## config.mk

```make
export PLATFORM = sky130hd
export DESIGN_NAME = fetch_stage
export DESIGN_NICKNAME = d
export VERILOG_FILES = /design/src/rtl/fetch_stage.sv
export SDC_FILE = /design/constraint.sdc
export NUM_CORES = 1
export LEC_CHECK = 0
export CAP_MARGIN = 25
export CORE_UTILIZATION = 35
export DETAILED_ROUTE_END_ITERATION = 8
export RECOVER_POWER = 100
export SKIP_CTS_REPAIR_TIMING = 1
export SLEW_MARGIN = 25
export SYNTH_ARGS = -nofsm -noshare
export SYNTH_HDL_FRONTEND = slang
export SYNTH_SLANG_ARGS = --single-unit
```

## constraint.sdc

```tcl
create_clock -name clk -period 11.2 [get_ports clk]
set_clock_uncertainty 0.1 [all_clocks]
set_input_delay 1.68 -clock clk [delete_from_list [all_inputs] [get_ports clk]]
set_output_delay 1.68 -clock clk [all_outputs]
set_load 0.1 [all_outputs]
```

## src/rtl/fetch_stage.sv

```systemverilog
// Instruction fetch stage: owns the PC, drives a 1-cycle-latency instruction memory,
// absorbs decode stalls in a one-entry hold buffer. Optional: FETCH_MISALIGN_CHECK_EN.
module fetch_stage #(
    parameter logic [31:0] RESET_PC = 32'h0000_0000,
    parameter int unsigned XLEN     = 32
) (
    input  logic            clk,
    input  logic            rst,
    input  logic            stall,
    input  logic            redirect,
    input  logic [XLEN-1:0] redirect_pc,
    output logic            imem_en,
    output logic [XLEN-1:0] imem_addr,
    input  logic [XLEN-1:0] imem_rdata,
    output logic            out_valid,
    output logic [XLEN-1:0] out_pc,
    output logic [XLEN-1:0] out_instr,
    output logic            fault
);

    logic [XLEN-1:0] pc_q;
    logic            req_valid_q;
    logic [XLEN-1:0] req_pc_q;
    logic            hold_valid_q;
    logic [XLEN-1:0] hold_pc_q;
    logic [XLEN-1:0] hold_instr_q;
    logic [XLEN-1:0] target;
    logic            issue;

`ifdef FETCH_MISALIGN_CHECK_EN
    logic fault_q;
    logic misaligned;

    always_comb begin
        target     = redirect_pc;
        misaligned = redirect && (redirect_pc[1:0] != 2'b00);
        // An aligned redirect is the only way out of the fault state short of reset.
        issue      = !rst && (redirect ? !misaligned : (!stall && !fault_q));
    end

    always_ff @(posedge clk) begin
        if (rst) begin
            fault_q <= 1'b0;
        end else if (redirect) begin
            fault_q <= misaligned;
        end
    end

    assign fault = fault_q;
`else
    logic unused_redirect_lsb;

    always_comb begin
        target = {redirect_pc[XLEN-1:2], 2'b00};
        issue  = !rst && (redirect || !stall);
    end

    assign unused_redirect_lsb = ^redirect_pc[1:0];
    assign fault               = 1'b0;
`endif

    assign imem_en   = issue;
    assign imem_addr = redirect ? target : pc_q;

    always_ff @(posedge clk) begin
        if (rst) begin
            pc_q         <= RESET_PC;
            req_valid_q  <= 1'b0;
            hold_valid_q <= 1'b0;
        end else begin
            req_valid_q <= issue;
            if (issue) begin
                pc_q     <= imem_addr + XLEN'(4);
                req_pc_q <= imem_addr;
            end
            // Redirect flushes the hold; a stalled response is captured once, then kept.
            if (redirect) begin
                hold_valid_q <= 1'b0;
            end else if (stall) begin
                if (!hold_valid_q && req_valid_q) begin
                    hold_valid_q <= 1'b1;
                    hold_pc_q    <= req_pc_q;
                    hold_instr_q <= imem_rdata;
                end
            end else begin
                hold_valid_q <= 1'b0;
            end
        end
    end

    always_comb begin
        if (hold_valid_q) begin
            out_valid = 1'b1;
            out_pc    = hold_pc_q;
            out_instr = hold_instr_q;
        end else begin
            out_valid = req_valid_q;
            out_pc    = req_pc_q;
            out_instr = imem_rdata;
        end
        if (redirect) begin
            out_valid = 1'b0;
        end
    end

endmodule

```

==> qor.json, run 1 <==
{
  "run_status": "complete, but fails checks",
  "violated_checks": "capacitance limit, slew limit",
  "fin_total_pwr_mw": 1.49,
  "nNetsFinal": 676,
  "synthesis.instances": 441,
  "synth_sequential_area_ratio_pct": 59.8,
  "period_share_pct": 67.7,
  "most_area_consuming_cells_after_synthesis": "sky130_fd_sc_hd__edfxtp_1 (48%), sky130_fd_sc_hd__mux2_2 (17%), sky130_fd_sc_hd__dfxtp_1 (11%)",
  "tritoncts.num_buffers": 17,
  "crit_arrival_ns": 5.80,
  "gp_routability_congestion": 0.832,
  "power.ir.vdd_worst_mv": 0.0988,
  "cts-htree-levels": 4,
  "slew_headroom_pct": -89.5,
  "layout.cell_area.non_filler_um2": 8410,
  "fmax_mhz": 132,
  "worst_skew_pair.late_latency_ns": 0.42,
  "hold_viol": 0,
  "reg2reg_from": "hold_valid_q",
  "final.setup.tns_ns": 0,
  "mappedNetlistNets": 510,
  "largest_family_of_logic_cells_by_synthesized_area": "multiplexers",
  "crit-reg2reg-capture": "hold_pc_q[12]",
  "met3RoutedLength_um": 734,
  "synth_xor_area_share_pct": 1.76,
  "drt-initial-drc-count": 231,
  "synthDominantCellAreaShare_pct": 48.4,
  "ff2ff_path_depth": 2,
  "final_core_util_pct": 50.7,
  "synth_adder_area_share_pct": 0.210,
  "post-synth-top-area-cell": "sky130_fd_sc_hd__edfxtp_1",
  "top_layer": "met4",
  "buffer_ports.inserted": 163,
  "total_leakage_power_nw": 2.97,
  "place_area_um2": 7810,
  "area.growth.synth_to_final_pct": 41.1,
  "drt_pre_antenna_iters": 4,
  "required_ns": 9.42,
  "post_synth.cell_area_avg_um2": 13.5,
  "final-setup-viol-count": 0,
  "finalWirelength_um": 14400,
  "synth_mux_area_share_pct": 17.1,
  "ys.flop_type": "sky130_fd_sc_hd__edfxtp_1",
  "initial_utilization_pct": 35.9,
  "drive_gt1_share_pct": 16.6,
  "via_count_of_the_first_global_routing_pass": 4249,
  "critical_path_class": "in -> out",
  "synth_compound_gate_area_share_pct": 7.90,
  "worst_hold_path_type": "reg -> reg",
  "num_io_pins": 167,
  "clk_pin_slew_ns": 0.06,
  "full_die_area_um2": 17500,
  "antenna_found_initial": 0,
  "dieHeight_um": 132,
  "chipWidth_um": 132,
  "rows": 47,
  "crit_start": "redirect",
  "pwr_per_cell_area_nw_per_um2": 177,
  "post-dp-hpwl_um": 10000,
  "mappedNetlistArea_um2": 5960,
  "synth_simple_gate_area_share_pct": 10.9,
  "core_region_area_um2": 16600,
  "grt_overflow_total": 0,
  "timing.critical_path.to_type": "output port",
  "average_via_count_per_standard_cell": 5.03,
  "drc_errors": 0,
  "num_antenna_cells": 0,
  "clockBufferDepth": 2,
  "cts.sinks": 130,
  "postSynth.asyncResetShare_pct": 0,
  "grt_pass1_wl_um": 23000,
  "worstMarginPinSlew_ns": 2.84,
  "detailroute.wirelength.met2_um": 6890,
  "period_minus_slack_ns": 7.58,
  "tritoncts": "yes",
  "timing.max_cap.violations": 3,
  "grt_start_max_net_pins": 70,
  "avgRoutedWirePerCell_um": 17.2,
  "clk_root_buffer_cell": "sky130_fd_sc_hd__clkbuf_16",
  "met1Wirelength_um": 6670,
  "antenna_violating_nets_post_route": 0,
  "yosysWarningCount": 0,
  "timing.final.max_slew_violations": 167,
  "grt_setup_unrepaired": "no",
  "total_vias_in_the_final_route": 4225,
  "critical_path_peak_fanout": 69,
  "critical_path.startpoint_type": "primary input",
  "synth_cell_type_count": 51,
  "groute.usage.overall_pct": 17.1,
  "count_of_flip_flops_with_a_built_in_enable_after_synthesis": 96,
  "synth.ff_latch_count": 130,
  "r2r_slack_ns": 7.89,
  "endpoint": "imem_addr[24]"
}
[cells by family after synthesis]
family                     after synthesis
AOI/OAI and AO/OA                       62
xor gates and xnor gates                12
adders and majority gates                1
buffers and inverters                   31
DFF                                    130
muxes                                   90
other                                    1
and+or+nand+nor                        114
[registers in the layout, indices dropped and copies added, names as in the netlist]
name / flops
req_valid_q: 1
hold_instr_q: 32
hold_valid_q: 1
pc_q: 32
hold_pc_q: 32
req_pc_q: 32
[per-layer routing]
metal	vias up	global-route usage, %
met5	-	0
met1	2042	22.1
li1	2038	-
met4	0	6.32
met2	137	26.9
met3	8	5.21
[power breakdown]
group | internal, mW | switching, mW
clock | 0.393 | 0.203
sequential | 0.543 | 0.0121
combinational | 0.0827 | 0.256
total | 1.02 | 0.471
[Yosys cell counts, types with 5 or more instances]
master,instances
sky130_fd_sc_hd__clkbuf_1,14
sky130_fd_sc_hd__buf_2,6
sky130_fd_sc_hd__inv_1,6
sky130_fd_sc_hd__edfxtp_1,96
sky130_fd_sc_hd__a31oi_1,6
sky130_fd_sc_hd__nand2_1,33
sky130_fd_sc_hd__nand3_1,20
sky130_fd_sc_hd__xnor2_1,8
sky130_fd_sc_hd__a22oi_1,5
sky130_fd_sc_hd__o31ai_1,6
sky130_fd_sc_hd__a22o_1,5
sky130_fd_sc_hd__mux2_2,89
sky130_fd_sc_hd__nand4_1,9
sky130_fd_sc_hd__dfxtp_1,34
sky130_fd_sc_hd__nor2_1,7
sky130_fd_sc_hd__a32o_1,5
sky130_fd_sc_hd__nand3b_1,15
sky130_fd_sc_hd__o21ai_0,12
[cells in the final DEF (no fill, tap or decap), drive strengths merged, types with 5 or more instances in the layout]
cell type,count
edfxtp,96
o31ai,6
inv,7
xnor2,8
clkinv,7
dfxtp,34
a32o,5
bufinv,5
a31oi,6
clkdlybuf4s50,32
dlygate4sd3,130
o21ai,12
nand4,9
a22o,5
a22oi,6
nand3,21
clkbuf,23
mux2,89
nand3b,15
nor2,7
nand2,33
[final cells by class]
cell class | count | area, um^2
Clock buffer | 17 | 425
Tap cell | 220 | 275
Clock inverter | 15 | 214
Fill cell | 1448 | 8180
Inverter | 7 | 26.3
Multi-Input combinational cell | 280 | 2240
Timing Repair Buffer | 171 | 1660
Sequential cell | 130 | 3560
[worst min path at each step]
stage                            start       endpoint  slack (ns)  cells after the start
after global routing      req_pc_q[16]  hold_pc_q[16]        0.35                      0
final                     req_pc_q[16]  hold_pc_q[16]        0.35                      0
after global placement    req_pc_q[28]  hold_pc_q[28]        0.33                      0
after floorplan            req_pc_q[0]   hold_pc_q[0]        0.32                      0
after detailed placement   req_pc_q[5]   hold_pc_q[5]        0.33                      0
after CTS                  req_pc_q[5]   hold_pc_q[5]        0.35                      0
[worst max-delay path: stages]
cell and delay (ns):
sky130_fd_sc_hd__buf_2 0.07, sky130_fd_sc_hd__clkbuf_1 1.99, sky130_fd_sc_hd__o21ai_0 0.81, sky130_fd_sc_hd__dlygate4sd3_1 1.17
[stage by stage]
stage	hold WS [ns]	setup slack [ns]	std cells
final	0.346	3.62	840
after global routing	0.352	3.21	840
after CTS	0.345	5.31	840
after detailed placement	0.333	5.31	808
after global placement	0.331	5.31	808
after floorplan	0.322	1.78	441
(Power assumes the default switching activity.)
==> run 2, diff against run 1 <==
Clock period 11.2 ns to 7.81 ns, I/O delays scaled along.
==> qor.json, run 2 (synthesis gave the netlist of run 1 again) <==
{
  "critical_path.startpoint_type": "primary input",
  "initial_utilization_pct": 35.9,
  "drive_gt1_share_pct": 16.2,
  "clockBufferDepth": 2,
  "final_cell_mix": "sky130_fd_sc_hd__dlygate4sd3_1 (130), sky130_fd_sc_hd__edfxtp_1 (96), sky130_fd_sc_hd__mux2_2 (64)",
  "final.setup.worst_slack_ns": 2.21,
  "grt_pass1_wl_um": 23000,
  "worst_hold_path_type": "reg -> reg",
  "drt_pre_antenna_iters": 5,
  "timing.critical_path.slowest_stage_cell": "sky130_fd_sc_hd__clkbuf_1",
  "final_core_util_pct": 50.4,
  "num_antenna_cells": 0,
  "timing.final.max_slew_violations": 115,
  "place_area_um2": 7820,
  "final-setup-viol-count": 0,
  "full_die_area_um2": 17500,
  "chipWidth_um": 132,
  "layoutNonFillerInstCount": 839,
  "period_share_pct": 71.7,
  "timing.max_cap.violations": 2,
  "power.ir.vdd_worst_mv": 0.137,
  "post-dp-hpwl_um": 9950,
  "run_status": "complete, but fails checks",
  "drc_errors": 0,
  "violated_checks": "capacitance limit, slew limit",
  "worst_skew_pair.late_latency_ns": 0.41,
  "slew_headroom_pct": -145,
  "gp_routability_congestion": 0.833,
  "buffer_ports.inserted": 163,
  "cts.sinks": 130,
  "crit_path_cells": "clkbuf_1 > buf_4 > nand2b_1 > nor4b_1 > clkbuf_1",
  "antenna_found_initial": 0,
  "worstMarginPinSlew_ns": 3.68,
  "avgRoutedWirePerCell_um": 17.2,
  "drt-initial-drc-count": 263,
  "final.setup.tns_ns": 0,
  "pre_cts_ws_ns": 2.71,
  "num_io_pins": 167,
  "hold_viol": 0,
  "cts-htree-levels": 4,
  "area.growth.synth_to_final_pct": 40.3,
  "rows": 47,
  "core_region_area_um2": 16600,
  "average_via_count_per_standard_cell": 5.13,
  "max_stage_delay_ns": 2.63,
  "pwr_per_cell_area_nw_per_um2": 247,
  "crit_arrival_ns": 5.44,
  "combinationalPowerShare_pct": 23.6,
  "power_frac_seq_pct": 38.5,
  "critical_path_peak_fanout": 64,
  "total_vias_in_the_final_route": 4306,
  "total_leakage_power_nw": 2.95,
  "power.clock.fraction_pct": 37.9,
  "critical_path_class": "in -> reg",
  "dpl.cell_count": 807,
  "critical_path.most_common_cell": "sky130_fd_sc_hd__clkbuf_1",
  "tritoncts": "yes",
  "fmax_mhz": 178,
  "required_ns": 7.64,
  "grt_setup_unrepaired": "no",
  "via_count_of_the_first_global_routing_pass": 4288,
  "grt_start_max_net_pins": 65,
  "clk_pin_slew_ns": 0.05,
  "groute.usage.overall_pct": 17.0,
  "tritoncts.num_buffers": 17,
  "dieHeight_um": 132,
  "period_minus_slack_ns": 5.60,
  "p_int_mw": 1.40,
  "finalWirelength_um": 14400,
  "layout.cell_area.non_filler_um2": 8360,
  "grt_overflow_total": 0,
  "p_sw_share_pct": 32.4,
  "mostFrequentLayoutCell": "sky130_fd_sc_hd__dlygate4sd3_1",
  "switching_power_uw": 668,
  "nNetsFinal": 675,
  "timing.critical_path.to_type": "flip-flop",
  "antenna_violating_nets_post_route": 0,
  "clk_root_buffer_cell": "sky130_fd_sc_hd__clkbuf_16"
}
[run 2: cell count changes in the layout (fill, tap and decap cells not counted), sizes merged]
cell / before / now
buf: 3 / 4
bufinv: 5 / 3
clkinv: 7 / 4
clkbuf: 23 / 25
inv: 7 / 8
[run 2: cell type report]
type	count	area, um^2
repair buffers	170	1670
fillers	1454	8220
inverters	7	26.3
multi-input cells	280	2250
clock inverters	11	139
flip-flops and latches	130	3560
clock buffers	21	440
well taps	220	275
[run 2: stage by stage]
stage	hold slack, ns	power, mW
2_1_floorplan	0.322	1.18
3_3_place_gp	0.332	1.32
3_5_place_dp	0.332	1.32
4_1_cts	0.346	2.11
5_1_grt	0.356	2.13
6_report	0.345	2.06
[run 2: critical path: cells and delay by family]
kind / cells / cell delay [ns]
buffers and inverters: 3 / 3.56
AND/OR/NAND/NOR: 2 / 0.64
[run 2: worst paths after layout]
| check | startpoint | end | slack (ns) | cells after the start |
|---|---|---|---|---|
| setup / recovery | redirect | hold_pc_q[13] | 2.21 | 5 |
| hold / removal | req_pc_q[20] | hold_pc_q[20] | 0.34 | 0 |
| setup reg to reg | hold_valid_q | hold_pc_q[13] | 3.73 | 2 |
| hold reg to reg | req_pc_q[20] | hold_pc_q[20] | 0.34 | 0 |
[run 2: per-layer routing]
layer  track usage, %  routed length [um]  vias to the layer above
met5                0                   0                        -
met4             7.54                 191                        0
met3             4.44                 924                       14
met2             26.9                6720                      164
met1             21.8                6590                     2090
li1                 -                   -                     2038
[run 2: power groups by stage]
| stage | logic (mW) | clock network [mW] | registers (mW) |
|---|---|---|---|
| final | 0.486 | 0.782 | 0.795 |
| after global routing | 0.504 | 0.828 | 0.799 |
| after CTS | 0.513 | 0.802 | 0.794 |
| after detailed placement | 0.511 | 0 | 0.808 |
| after global placement | 0.509 | 0 | 0.806 |
| after floorplan | 0.382 | 0 | 0.803 |
